## config.mk

```make
export PLATFORM = sky130hd
export DESIGN_NAME = stream_packet_dispatcher
export DESIGN_NICKNAME = d
export VERILOG_FILES = /design/src/rtl/mspu_stream_pkg.sv /design/src/rtl/stream_beat_counter.sv /design/src/rtl/stream_packet_dispatcher.sv
export SDC_FILE = /design/constraint.sdc
export NUM_CORES = 1
export LEC_CHECK = 0
export CAP_MARGIN = 20
export CORE_AREA = 4 4 453 455
export DETAILED_ROUTE_END_ITERATION = 10
export DIE_AREA = 0 0 457 459
export PLACE_DENSITY_LB_ADDON = 0.08
export SYNTH_ARGS = -nofsm -noshare
export SYNTH_HDL_FRONTEND = slang
export SYNTH_SLANG_ARGS = --single-unit
export TNS_END_PERCENT = 5
```

## constraint.sdc

```tcl
create_clock -name clk -period 3.9 [get_ports clk]
set_clock_uncertainty 0.05 [all_clocks]
set_input_delay 0.39 -clock clk [delete_from_list [all_inputs] [get_ports clk]]
set_output_delay 0.39 -clock clk [all_outputs]
set_load 0.05 [all_outputs]
```

## src/rtl/mspu_stream_pkg.sv

```systemverilog
// Shared header layout, FSM encodings and length helper for the stream packet dispatcher.
package mspu_stream_pkg;

    localparam int unsigned HdrLenLsb    = 0;
    localparam int unsigned HdrLenW      = 32;
    localparam int unsigned HdrIdLsb     = 32;
    localparam int unsigned HdrIdW       = 32;
    localparam int unsigned HdrDirectBit = 64;
    localparam int unsigned HdrLoadBit   = 65;
    localparam int unsigned HdrBaseLsb   = 128;
    localparam int unsigned HdrBaseW     = 64;

    typedef struct packed {
        logic [HdrBaseW-1:0] base_addr;
        logic                load;
        logic                direct;
        logic [HdrIdW-1:0]   id;
        logic [HdrLenW-1:0]  len;
    } header_t;

    typedef logic [1:0] state_t;

    localparam state_t StIdle   = 2'd0;
    localparam state_t StCheck  = 2'd1;
    localparam state_t StWait   = 2'd2;
    localparam state_t StStream = 2'd3;

    // 33-bit compare so len = 0xFFFFFFFF cannot wrap into the legal range.
    function automatic logic len_illegal(input logic [HdrLenW-1:0] len,
                                         input int unsigned max_beats);
        return (len == '0) || ({1'b0, len} > 33'(max_beats));
    endfunction

endpackage

```

## src/rtl/stream_beat_counter.sv

```systemverilog
// Remaining-beat counter for one packet: loaded with len, decremented on each handshake.
module stream_beat_counter #(
    parameter int unsigned WIDTH = 11
) (
    input  logic             clk,
    input  logic             reset,
    input  logic             load,
    input  logic [WIDTH-1:0] load_value,
    input  logic             step,
    output logic             first,
    output logic             last
);

    logic [WIDTH-1:0] remaining_q;
    logic             first_q;

    always_ff @(posedge clk) begin
        if (reset) begin
            remaining_q <= '0;
            first_q     <= 1'b0;
        end else if (load) begin
            remaining_q <= load_value;
            first_q     <= 1'b1;
        end else if (step) begin
            remaining_q <= remaining_q - WIDTH'(1);
            first_q     <= 1'b0;
        end
    end

    assign first = first_q;
    assign last  = (remaining_q == WIDTH'(1));

endmodule

```

## src/rtl/stream_packet_dispatcher.sv

```systemverilog
// Pops framed packets from a show-ahead receive FIFO and routes them to a core sink,
// or kicks the memory loader; bad-length headers are dropped and counted.
module stream_packet_dispatcher
    import mspu_stream_pkg::*;
#(
    parameter int unsigned CORES      = 4,
    parameter int unsigned DATA_WIDTH = 512,
    parameter int unsigned FIFO_AW    = 11,
    parameter int unsigned MAX_BEATS  = 1024
) (
    input  logic                     clk,
    input  logic                     reset,
    output logic                     recv_fifo_rdreq,
    input  logic [DATA_WIDTH-1:0]    recv_fifo_q,
    input  logic [FIFO_AW-1:0]       recv_fifo_rdusedw,
    input  logic                     recv_fifo_valid,
    input  logic                     core_valid,
    input  logic [$clog2(CORES)-1:0] core_id,
    output logic [$clog2(CORES)-1:0] target_core,
    output logic                     target_core_valid,
    output logic                     target_snk_sop,
    output logic                     target_snk_eop,
    output logic                     target_snk_valid,
    input  logic                     target_snk_ready,
    output logic [DATA_WIDTH-1:0]    target_snk_data,
    output logic                     loader_kick,
    output logic [63:0]              loader_memory_base_addr,
    output logic [31:0]              pkt_count,
    output logic [15:0]              drop_count,
    output logic                     err_drop
);

    localparam int unsigned CoreW = $clog2(CORES);
    localparam int unsigned CntW  = $clog2(MAX_BEATS + 1);

    header_t          head_hdr;
    state_t           state_q, state_d;
    logic [31:0]      len_q;
    logic             direct_q;
    logic [CoreW-1:0] id_core_q;
    logic [CoreW-1:0] target_core_q;
    logic             target_core_valid_q;
    logic             loader_kick_q;
    logic [63:0]      base_addr_q;
    logic [31:0]      pkt_count_q;
    logic [15:0]      drop_count_q;
    logic             err_drop_q;

    logic             enough_data;
    logic             start;
    logic             handshake;
    logic             beat_first;
    logic             beat_last;
    logic             drop;
    logic             kick;
    logic             unused_id_bits;

    assign head_hdr = {recv_fifo_q[HdrBaseLsb +: HdrBaseW],
                       recv_fifo_q[HdrLoadBit],
                       recv_fifo_q[HdrDirectBit],
                       recv_fifo_q[HdrIdLsb +: HdrIdW],
                       recv_fifo_q[HdrLenLsb +: HdrLenW]};

    assign unused_id_bits = ^head_hdr.id[HdrIdW-1:CoreW];

    // Header plus the whole payload must already sit in the FIFO before streaming.
    assign enough_data = (33'(recv_fifo_rdusedw) >= ({1'b0, len_q} + 33'd1));
    assign start       = (state_q == StWait) && enough_data && (direct_q || core_valid);
    assign handshake   = (state_q == StStream) && recv_fifo_valid && target_snk_ready;

    always_comb begin
        state_d         = state_q;
        recv_fifo_rdreq = 1'b0;
        drop            = 1'b0;
        kick            = 1'b0;
        unique case (state_q)
            StIdle: begin
                if (recv_fifo_valid) state_d = StCheck;
            end
            StCheck: begin
                if (len_illegal(head_hdr.len, MAX_BEATS)) begin
                    recv_fifo_rdreq = 1'b1;
                    drop            = 1'b1;
                    state_d         = StIdle;
                end else if (head_hdr.load) begin
                    recv_fifo_rdreq = 1'b1;
                    kick            = 1'b1;
                    state_d         = StIdle;
                end else begin
                    state_d = StWait;
                end
            end
            StWait: begin
                if (start) begin
                    recv_fifo_rdreq = 1'b1;
                    state_d         = StStream;
                end
            end
            StStream: begin
                recv_fifo_rdreq = handshake;
                if (handshake && beat_last) state_d = StIdle;
            end
            default: state_d = StIdle;
        endcase
    end

    always_ff @(posedge clk) begin
        if (reset) begin
            state_q             <= StIdle;
            len_q               <= '0;
            direct_q            <= 1'b0;
            id_core_q           <= '0;
            target_core_q       <= '0;
            target_core_valid_q <= 1'b0;
            loader_kick_q       <= 1'b0;
            base_addr_q         <= '0;
            pkt_count_q         <= '0;
            drop_count_q        <= '0;
            err_drop_q          <= 1'b0;
        end else begin
            state_q             <= state_d;
            target_core_valid_q <= start;
            loader_kick_q       <= kick;
            err_drop_q          <= drop;
            if (state_q == StCheck) begin
                len_q     <= head_hdr.len;
                direct_q  <= head_hdr.direct;
                id_core_q <= head_hdr.id[CoreW-1:0];
            end
            if (start) target_core_q <= direct_q ? id_core_q : core_id;
            if (kick) base_addr_q <= head_hdr.base_addr;
            if (handshake && beat_last) pkt_count_q <= pkt_count_q + 32'd1;
            if (drop && (drop_count_q != 16'hFFFF)) drop_count_q <= drop_count_q + 16'd1;
        end
    end

    stream_beat_counter #(
        .WIDTH(CntW)
    ) u_beat_counter (
        .clk       (clk),
        .reset     (reset),
        .load      (start),
        .load_value(len_q[CntW-1:0]),
        .step      (handshake),
        .first     (beat_first),
        .last      (beat_last)
    );

    assign target_snk_valid        = (state_q == StStream) && recv_fifo_valid;
    assign target_snk_data         = (state_q == StStream) ? recv_fifo_q : '0;
    assign target_snk_sop          = target_snk_valid && beat_first;
    assign target_snk_eop          = target_snk_valid && beat_last;
    assign target_core             = target_core_q;
    assign target_core_valid       = target_core_valid_q;
    assign loader_kick             = loader_kick_q;
    assign loader_memory_base_addr = base_addr_q;
    assign pkt_count               = pkt_count_q;
    assign drop_count              = drop_count_q;
    assign err_drop                = err_drop_q;

endmodule

```

==> run summary <==
Clk_lat worst skew - 0.52 ns
Worst-path clk slew - 0.08 ns
Flop pwr share - 0.392
Area of the multi-input gates - 7180 um^2
Top cell type's share of synthesized area - 0.302
Power Internal - 3.16 mW
Most common cell after layout, fill and taps aside - clkdlybuf4s50_1
Setup WS post-layout - -0.138 ns
CTS sink cnt - 166
Register area - 3330 um^2
Slew Viols, Final - 0
Dpl hpwl - 150 mm
Site Rows - 165
Mapped Area - 11100 um^2
Critical path arrival - 3.60 ns
Vias per cell - 3.21
Io pins - 1163
Worst path required time - 3.46 ns
Largest delay contributor family on the critical path - simple AND/OR/NAND/NOR gates
GRT busiest layer - met2
Final hold slack - 0.309 ns
Initial DRC count - 882
Synth Warn # - 0
Final wirelength - 169 mm
Tightest Hold Check Type - primary input to register
RSZ-0062 raised after global routing - true
Buf/Inv on CP - 1
Number of flops mapped to enable cells by yosys - 0
DP Area - 25700 um^2
Setup-failing EPs final - 1
Maxcap violations - 0
Tot Pwr - 4.46 mW
Async SR Flop Fraction - 0
Die Ht - 459 um
Share of layout cells above drive strength 1 - 0.143
Starting Density - 0.0550
Status - complete, but fails checks
Sequential share of the synthesized area - 0.300
CORE AREA - 201000 um^2
Leak - 11.0 nW
Final Hold Fails - 0
Die width - 457 um
GP Congestion - 0.849
Cells after DPL - 5282
Pwr Density - 169 nW/um^2
CP most frequent cell - and3_4
CTS max path bufs - 2
GRT Total Usage - 0.155
Post-DR wirelength/cell - 31.7 um
CTS tree - yes
Area grow syn2layout - 138%
Initial antenna violation count - 151
CP startpoint kind - register
Max incr delay on CP - 0.44 ns
CP cell instances - ha_4 -> and3_4 -> and3_4 -> xnor2_2 -> ha_1 -> nand4_1 -> or4_4 -> a211o_4 -> nor4b_4 -> and4bb_2 -> nor2_2 -> nor2_4 -> buf_12
Drc violations - 0
Ys flop type - dfxtp_1
Mapped Nets - 2103
Failing checks - negative setup slack
GRT Residual Overflow - 0
Clock buffers created by TritonCTS - 17
Final Instance Count excl. Fillers - 5338
DP Worst Slack - 0.0948 ns
Critical Path Fanout Max - 3
Sum Neg Setup Slack - -0.138 ns
CP max-delay cell - or4_4
Area leader, netlist - and3_1
H-tree depth - 4
Switch share - 0.293
Final period utilization - 1.04
Final Instance Area - 26400 um^2
Slew HR - 0.298
Met2 GRT Util - 0.275
Synthesized area per cell - 7.12 um^2
Yosys cell types - 61
Root Buffer - clkbuf_16
Area contributors post-synth - and3_1 30%, dfxtp_1 30%, nand2_1 7.9%, clkbuf_1 5.2%, a21oi_1 5.0%
Max VDD drop - 321 uV
Final Util - 0.131
Slew of the pin with the lowest slew margin - 1.05 ns
Grt met1 use - 0.169
Register bit total from synthesis - 166
Crit. End Element - primary output
First-pass GRT wire length - 209 mm
Post-Syn Instances - 1557
Fill count - 23300
Combinational Power Share - 0.199
Switching power - 1.31 mW
Most frequent cells in the layout - 904 x clkdlybuf4s50_1, 532 x and3_1, 275 x buf_4
Die ar. - 210000 um^2
Max Freq - 248 MHz
Port buffer count - 1162
Crit path kind - register to primary output
GR Util met3 - 0.0797
Vias in the first global route - 17400
Final Net Count - 3179
Crit path time final - 4.04 ns
Remaining antenna violation count after routing - 0
Largest net degree at the start of global routing - 148
Via count - 17200
Clock group share of total power - 0.409
DRT Pass-1 Iters - 4
==> power by group through the flow <==
stage | combinational, mW | sequential (mW) | clock, mW
floorplan | 0.163 | 1.78 | 0
CTS | 0.906 | 1.75 | 1.96
global placement | 0.892 | 1.79 | 0
global route | 0.948 | 1.75 | 1.99
detailed placement | 0.900 | 1.79 | 0
finish | 0.889 | 1.75 | 1.83
==> layer usage <==
metal | up-vias | wire (um)
li1 | 7643 | -
met4 | 100 | 1720
met1 | 8326 | 64700
met3 | 255 | 18500
met2 | 827 | 83900
met5 | - | 637
==> Yosys cell counts (10+ instances only) <==
cell type  number
inv_1          10
mux2i_1        13
xor2_1         39
nand4_1        19
o21ai_0        10
nand2_1       232
nor3_1         15
ha_1           16
clkbuf_1      153
a21oi_1       111
nor2_1         87
nand3_1        31
dfxtp_1       166
and3_1        534
xnor2_1        27
==> sequential cells by signal (all words and copies together), names as in the netlist, named ones only <==
name                        count
loader_memory_base_addr        64
len_q                          32
pkt_count                      32
drop_count                     16
u_beat_counter.remaining_q     11
id_core_q                       2
target_core                     2
direct_q                        1
err_drop                        1
loader_kick                     1
state_q                         1
target_core_valid               1
u_beat_counter.first            1
==> path summary, 6_finish.rpt <==
check / cells past startpoint / from / slack, ns / end
setup reg to reg: 15 / len_q[1] / 0.18 / u_beat_counter.remaining_q[3]
hold reg to reg: 2 / loader_memory_base_addr[9] / 0.41 / loader_memory_base_addr[9]
hold / removal: 2 / reset / 0.31 / id_core_q[0]
setup / recovery: 13 / len_q[1] / -0.14 / recv_fifo_rdreq
==> cell type report <==
| class | instances | area share |
|---|---|---|
| clock inverter | 12 | 0.00450 |
| sequential | 166 | 0.126 |
| multi-input combinational | 1219 | 0.272 |
| timing repair buffer | 1219 | 0.451 |
| inverter | 10 | 0.00142 |
| clock buffer | 19 | 0.0168 |
| tap | 2672 | 0.127 |
| antenna | 21 | 0.00199 |
==> kinds of logic (layout without fill, tap and decap cells) <==
| family | Yosys count | count (layout) | share of synthesized area |
|---|---|---|---|
| AOI/OAI and AO/OA | 149 | 149 | 0.0764 |
| xor gates and xnor gates | 66 | 66 | 0.0522 |
| adders and majority gates | 16 | 16 | 0.0181 |
| buffers and inverters | 172 | 1260 | 0.0602 |
| DFF | 166 | 166 | 0.300 |
| muxes | 14 | 14 | 0.0128 |
| other | 0 | 21 | 0 |
| and+or+nand+nor | 974 | 974 | 0.480 |
==> timing repair <==
item / 4_1_cts / 5_1_grt
pin swaps: 9 / 3
hold buffers: 0 / 0
setup endpoints to repair: 1 / 1
gates cloned: 0 / 0
buffers inserted: 3 / 1
gates resized for setup: 12 / 4
Power figures use the tool's default switching activity.
